==> src/rtl/adder_pkg.sv <==
// Shared constants and parameter helpers for the pipelined adder.
package adder_pkg;

  localparam logic OpAdd = 1'b0;
  localparam logic OpSub = 1'b1;

  // Slice width, or 0 when the operand width does not split evenly into the stages.
  function automatic int unsigned slice_width(int unsigned width, int unsigned stages);
    if (stages == 0 || (width % stages) != 0) begin
      return 0;
    end
    return width / stages;
  endfunction

endpackage

==> src/rtl/adder_slice.sv <==
// One carry-chained pipeline stage: adds its CW-bit slice and carries the rest of the operation.
module adder_slice
  import adder_pkg::*;
#(
  parameter int unsigned WIDTH = 32,
  parameter int unsigned CW    = 8,
  parameter int unsigned IDX   = 0
) (
  input  logic             clk_i,
  input  logic             rst_ni,
  input  logic             valid_i,
  output logic             ready_o,
  input  logic [WIDTH-1:0] a_i,
  input  logic [WIDTH-1:0] bp_i,
  input  logic [WIDTH-1:0] sum_i,
  input  logic             carry_i,
  output logic             valid_o,
  input  logic             ready_i,
  output logic [WIDTH-1:0] a_o,
  output logic [WIDTH-1:0] bp_o,
  output logic [WIDTH-1:0] sum_o,
  output logic             carry_o,
  output logic             ovf_o,
  output logic             zero_o
);

  logic             valid_q;
  logic [WIDTH-1:0] a_q, bp_q, sum_q, sum_d;
  logic             carry_q, ovf_q, zero_q, ovf_d, zero_d;
  logic [CW:0]      slice_sum;

  assign ready_o = !valid_q | ready_i;

  always_comb begin
    slice_sum = {1'b0, a_i[IDX*CW +: CW]} + {1'b0, bp_i[IDX*CW +: CW]} + {{CW{1'b0}}, carry_i};
    sum_d = sum_i;
    sum_d[IDX*CW +: CW] = slice_sum[CW-1:0];
    // Flags only mean something once every slice is filled in, i.e. in the last stage.
    ovf_d  = (a_i[WIDTH-1] == bp_i[WIDTH-1]) & (sum_d[WIDTH-1] != a_i[WIDTH-1]);
    zero_d = ~|sum_d;
  end

  always_ff @(posedge clk_i) begin
    if (!rst_ni) begin
      valid_q <= 1'b0;
      a_q     <= '0;
      bp_q    <= '0;
      sum_q   <= '0;
      carry_q <= 1'b0;
      ovf_q   <= 1'b0;
      zero_q  <= 1'b0;
    end else if (ready_o) begin
      valid_q <= valid_i;
      if (valid_i) begin
        a_q     <= a_i;
        bp_q    <= bp_i;
        sum_q   <= sum_d;
        carry_q <= slice_sum[CW];
        ovf_q   <= ovf_d;
        zero_q  <= zero_d;
      end
    end
  end

  assign valid_o = valid_q;
  assign a_o     = a_q;
  assign bp_o    = bp_q;
  assign sum_o   = sum_q;
  assign carry_o = carry_q;
  assign ovf_o   = ovf_q;
  assign zero_o  = zero_q;

endmodule

==> src/rtl/pipelined_adder.sv <==
// Skewed, carry-chained add/subtract pipeline with valid/ready flow control and ALU flags.
module pipelined_adder
  import adder_pkg::*;
#(
  parameter int unsigned WIDTH  = 32,
  parameter int unsigned STAGES = 4
) (
  input  logic             clk,
  input  logic             rstn,
  input  logic             in_valid,
  output logic             in_ready,
  input  logic [WIDTH-1:0] a,
  input  logic [WIDTH-1:0] b,
  input  logic             sub,
  input  logic             cin,
  output logic             out_valid,
  input  logic             out_ready,
  output logic [WIDTH-1:0] sum,
  output logic             cout,
  output logic             overflow,
  output logic             zero
);

  localparam int unsigned CW = slice_width(WIDTH, STAGES);

  if (CW == 0) begin : gen_bad_params
    $error("WIDTH must be a nonzero multiple of STAGES");
  end

  // Index k is the input of stage k; index STAGES is the output of the last stage.
  logic [STAGES:0]  valid_w, ready_w, carry_w;
  logic [STAGES:1]  ovf_w, zero_w;
  logic [WIDTH-1:0] a_w   [STAGES+1];
  logic [WIDTH-1:0] bp_w  [STAGES+1];
  logic [WIDTH-1:0] sum_w [STAGES+1];

  assign valid_w[0]      = in_valid;
  assign in_ready        = ready_w[0];
  assign ready_w[STAGES] = out_ready;
  assign a_w[0]          = a;
  assign bp_w[0]         = (sub == OpAdd) ? b : ~b;
  assign sum_w[0]        = '0;
  assign carry_w[0]      = cin ^ (sub == OpSub);

  for (genvar k = 0; k < STAGES; k++) begin : gen_stage
    adder_slice #(
      .WIDTH(WIDTH),
      .CW   (CW),
      .IDX  (k)
    ) u_slice (
      .clk_i  (clk),
      .rst_ni (rstn),
      .valid_i(valid_w[k]),
      .ready_o(ready_w[k]),
      .a_i    (a_w[k]),
      .bp_i   (bp_w[k]),
      .sum_i  (sum_w[k]),
      .carry_i(carry_w[k]),
      .valid_o(valid_w[k+1]),
      .ready_i(ready_w[k+1]),
      .a_o    (a_w[k+1]),
      .bp_o   (bp_w[k+1]),
      .sum_o  (sum_w[k+1]),
      .carry_o(carry_w[k+1]),
      .ovf_o  (ovf_w[k+1]),
      .zero_o (zero_w[k+1])
    );
  end

  assign out_valid = valid_w[STAGES];
  assign sum       = sum_w[STAGES];
  assign cout      = carry_w[STAGES];
  assign overflow  = ovf_w[STAGES];
  assign zero      = zero_w[STAGES];

  // Operand payload leaving the last stage and flags of inner stages have no consumer.
  logic unused_tail;
  assign unused_tail = ^{a_w[STAGES], bp_w[STAGES], ovf_w, zero_w};

endmodule
==> config.mk <==
export PLATFORM = sky130hd
export DESIGN_NAME = pipelined_adder
export DESIGN_NICKNAME = d
export VERILOG_FILES = /design/src/rtl/adder_pkg.sv /design/src/rtl/adder_slice.sv /design/src/rtl/pipelined_adder.sv
export SDC_FILE = /design/constraint.sdc
export NUM_CORES = 1
export LEC_CHECK = 0
export CORE_MARGIN = 2
export CORE_UTILIZATION = 38
export CTS_CLUSTER_SIZE = 28
export DETAILED_ROUTE_END_ITERATION = 8
export PLACE_DENSITY = 0.63
export SLEW_MARGIN = 20
export SYNTH_ARGS = -nofsm -noshare
export SYNTH_HDL_FRONTEND = slang
export SYNTH_SLANG_ARGS = --single-unit
==> constraint.sdc <==
create_clock -name clk -period 8.8 [get_ports clk]
set_clock_uncertainty 0.1 [all_clocks]
set_input_delay 1.76 -clock clk [delete_from_list [all_inputs] [get_ports clk]]
set_output_delay 1.76 -clock clk [all_outputs]
set_load 0.02 [all_outputs]
==> reports/summary.md <==
The run finished with clean final reports. The logs give 52 for the count of unique library cells instantiated by Yosys and 0 ps for the sum of negative setup slack. Data on the critical path arrives at its endpoint at 3330 ps. The tools report the area of the core as 0.0210 mm². For the total chip power, the log shows 1800 µW.

The critical path is of the primary input to primary output type. In the post-synthesis netlist, the cell with the most instances is nand2_1. The clock reaches the later pin of the worst-skew pair after 430 ps. The via-per-instance ratio is 4.89, and the sequential cell area in the final layout is 0.00372 mm².

In this run the mean area of a mapped cell was 8.36 µm². The tools report the fill cell total of the finished layout as 2,079. Counting every net in the synthesized netlist gives 1,078.

Sequential elements use 45.8% of the synthesized area. By instance count, the cell type seen most on the critical path is clkdlybuf4s50_1. The kind of cell with the highest combined delay on the critical path is buffers and inverters. Synthesis inferred 186 register bits. STA puts the critical path data required time at 6940 ps. In this run the most critical hold path is launched from gen_stage[1].u_slice.sum_o[13]. For this run the aggregate overflow at the end of global routing stands at 0. The tools report the quantity of hold-fixing buffers added after cts as 0. Traced cell by cell, the critical path runs through clkdlybuf4s50_1 > nor2b_4 > and3_4 > nand2_2 > clkdlybuf4s50_1. Pin placement for this block handled 107 I/O pins. TritonCTS built the clock tree.

Setup slack on the worst reg-to-reg path comes out at 6280 ps. In this run the critical register-to-register path is captured at gen_stage[3].u_slice.zero_o. The die is 150 µm wide. Clock tree synthesis found a total of 186 sinks. Cell chosen for the clock root: clkbuf_16.

After technology mapping, the gate count stands at 972. The cell taking the most area after synthesis was dfxtp_1. The smallest clock period supported by the final layout is computed as 5190 ps. The class of the most critical hold timing path was flip-flop to flip-flop.

Die footprint: 0.0226 mm². The initial antenna violation count was 0; the max-slew violation total from the final report was 0. In this run the remaining antenna-violating nets after routing total 0.

The HPWL after detailed placement is 12,600 µm. The per-cell routed wire length is 13.5 µm. In this run the worst path has a maximum fanout of 6. The run gives 441 µW as the power dissipated by switching net loads. The critical path contains buffers and inverters numbering 2 combined. The top achievable clock speed was 0.193 GHz.

The floorplan step set the die height to 150 µm. The run gives 38.6% as the starting density of the core. Headroom to the max-slew limit came out at 35.9%. The synthesized design contains 0 enable-type register cells. In this run the tool buffered the top-level ports with 106 buffer cells. STA classifies the critical path startpoint as a primary input. For this block, the initial DRC count from the detailed router was 428. CTS buffer count: 17. For the pin with the worst max-slew slack, the measured transition is 961 ps. By area the synthesized netlist is led by dfxtp_1, nand2_1, a21oi_1. The largest net degree at the start of global routing was 86.

From synthesis to final layout, the design area changed by 21.5%. Setup repair after global routing left no endpoint under its margin. The number of core rows was 53. In the synthesized netlist the dominant register cell turns out to be dfxtp_1. The area occupied by multi-input gates came out at 0.00404 mm².

Yosys printed 0 warnings. Cells with a size suffix above 1 make up 7.32% of the layout. The tools report the final number of hold-violating endpoints as 0. Post-CTS timing repair inserted 0 buffers for setup.

Summed over all layers, the routed wires come to 18,000 µm. For the number of failing setup endpoints in the final timing report, the log shows 0. The tools report the aggregate global-route resource usage as 16.1%. The fraction of registers with async set/reset works out to 0%.

In this run the critical register-to-register path is launched from gen_stage[2].u_slice.a_o[24]. After the last flow step, the layout net total stands at 1,146. Number of antenna repair diodes: 0.

The clock network accounts for 39.7% of the total power. The number of max-capacitance violations reported is 0, and the clock transition time at the flip-flop clock pins of the worst setup and hold paths is 70 ps. In this run the biggest area consumer among cell types represents 45.8% of the synthesized area. On the worst path, the slowest cell contributes a delay of 550 ps. For the internal cell power, the log shows 1360 µW. The part of the power in registers was 49.6%. The congestion estimate from routability-driven global placement came to 0.796. The global-route wire length before repair is 29,100 µm.

The share of total power dissipated in combinational logic is 10.7%. The clock passes through at most 2 buffers. The net switching fraction of the power works out to 24.5%. The highest ir drop seen on vdd is 0.116 mV.

The worst hold path was traced through 2 stages. The number of cells on the worst reg-to-reg path is 9, and the DRC violations left is 0. The via count of the first global-routing pass is 5,806. The first-pass iteration count of the detailed router was 5.

The tools report the leakage dissipation as 0.00354 µW. The cell at the slowest stage of the critical path was clkdlybuf4s50_1. The run gives 4 as the maximum level of the CTS H-tree. The end of the worst hold path was gen_stage[2].u_slice.sum_o[13]. The total via count in the routed design was 6,492; the netlist area before placement was 0.00812 mm².

The post-route fraction of the period consumed by the critical path came out at 59.0%. STA classifies the critical path endpoint as a primary output. Gates resized during post-CTS repair numbered 0. Sorting the synthesized cells by how often they occur yields nand2_1, dfxtp_1, a21oi_1. In this run the power density over the cells is 182 mW/mm². The tightest hold path in the finished design has a slack of 351 ps.
## final cells by class
type,count,area share (%)
clock buffer,21,4.57
inverter,18,0.710
clock inverter,10,0.964
sequential,186,37.7
multi-input combinational,702,40.9
timing repair buffer,115,11.6
tap,275,3.49
## worst max-delay path by stage
stage | from | to | cells after the start
6_report | out_ready | in_ready | 5
5_1_grt | out_ready | in_ready | 5
2_1_floorplan | out_ready | in_ready | 3
3_5_place_dp | out_ready | in_ready | 5
3_3_place_gp | out_ready | in_ready | 5
4_1_cts | out_ready | in_ready | 5
## cells by family (layout without fill, tap and decap cells)
kind of cell	Yosys count	count (layout)	synth area share (%)
adder cells (fa/ha/maj)	36	36	6.29
AND/OR/NAND/NOR	390	390	20.2
AO/OA/AOI/OAI	224	224	17.5
buffers and inverters	84	164	4.59
multiplexers	1	1	0.123
flip-flops	186	186	45.8
XOR/XNOR	51	51	5.50
## per-stage QoR
step	area, µm²	setup WS [ps]	util (%)	cells
2_1_floorplan	8120	4730	-	972
3_3_place_gp	9290	3620	44.2	1295
3_5_place_dp	9290	3620	44.2	1295
4_1_cts	9840	3600	46.8	1326
5_1_grt	9860	3540	46.9	1327
6_report	9860	3610	46.9	1327
## power by group through the flow
stage	sequential (µW)	clock [µW]	combinational, µW
after global placement	911	0	189
after CTS	893	734	192
after floorplan	906	0	132
final	893	714	192
after detailed placement	912	0	191
after global routing	896	768	215
## metal layers
layer / vias up / track usage [%] / share of wire, %
li1: 3389 / - / -
met4: 0 / 4.95 / 1.3
met1: 2946 / 24.3 / 53
met3: 22 / 3.06 / 3.8
met2: 135 / 23.2 / 41
met5: - / 0 / 0
## cell usage in the layout (no fill, tap or decap), types with 3 or more instances in the layout
cell and n:
nor2b_1 9, or3_1 7, nand3_1 11, buf_4 8, dfxtp_1 186, inv_1 17
ha_1 28, a21oi_1 148, o211ai_1 3, a21o_1 4, nand4_1 7, nor3_1 3
a211oi_1 8, a31oi_1 3, o21ai_0 14, a211oi_2 24, nand2_1 273, clkbuf_1 3
o31ai_1 5, clkinv_4 3, clkbuf_16 17, xor2_1 13, nor4_1 6, o41ai_1 3
nor2_1 54, xnor2_1 38, clkdlybuf4s50_1 105, clkinv_2 3, fa_1 8
## worst register-to-register path: stages (launching register included)
cell	delay, ps
dfxtp_1	330
inv_1	60
fa_1	450
inv_1	80
fa_1	450
nor4_1	190
nand4_1	120
nor4_1	400
nand4bb_1	150
o21ai_1	130
## registers in the layout, indices dropped and copies added (netlist names)
| signal | cells |
|---|---|
| gen_stage.u_slice.sum_o | 80 |
| gen_stage.u_slice.a_o | 48 |
| gen_stage.u_slice.carry_o | 4 |
| gen_stage.u_slice.bp_o | 48 |
| gen_stage.u_slice.ovf_o | 1 |
| gen_stage.u_slice.valid_o | 4 |
| gen_stage.u_slice.zero_o | 1 |
No activity file was read; power rests on OpenSTA's default activity.
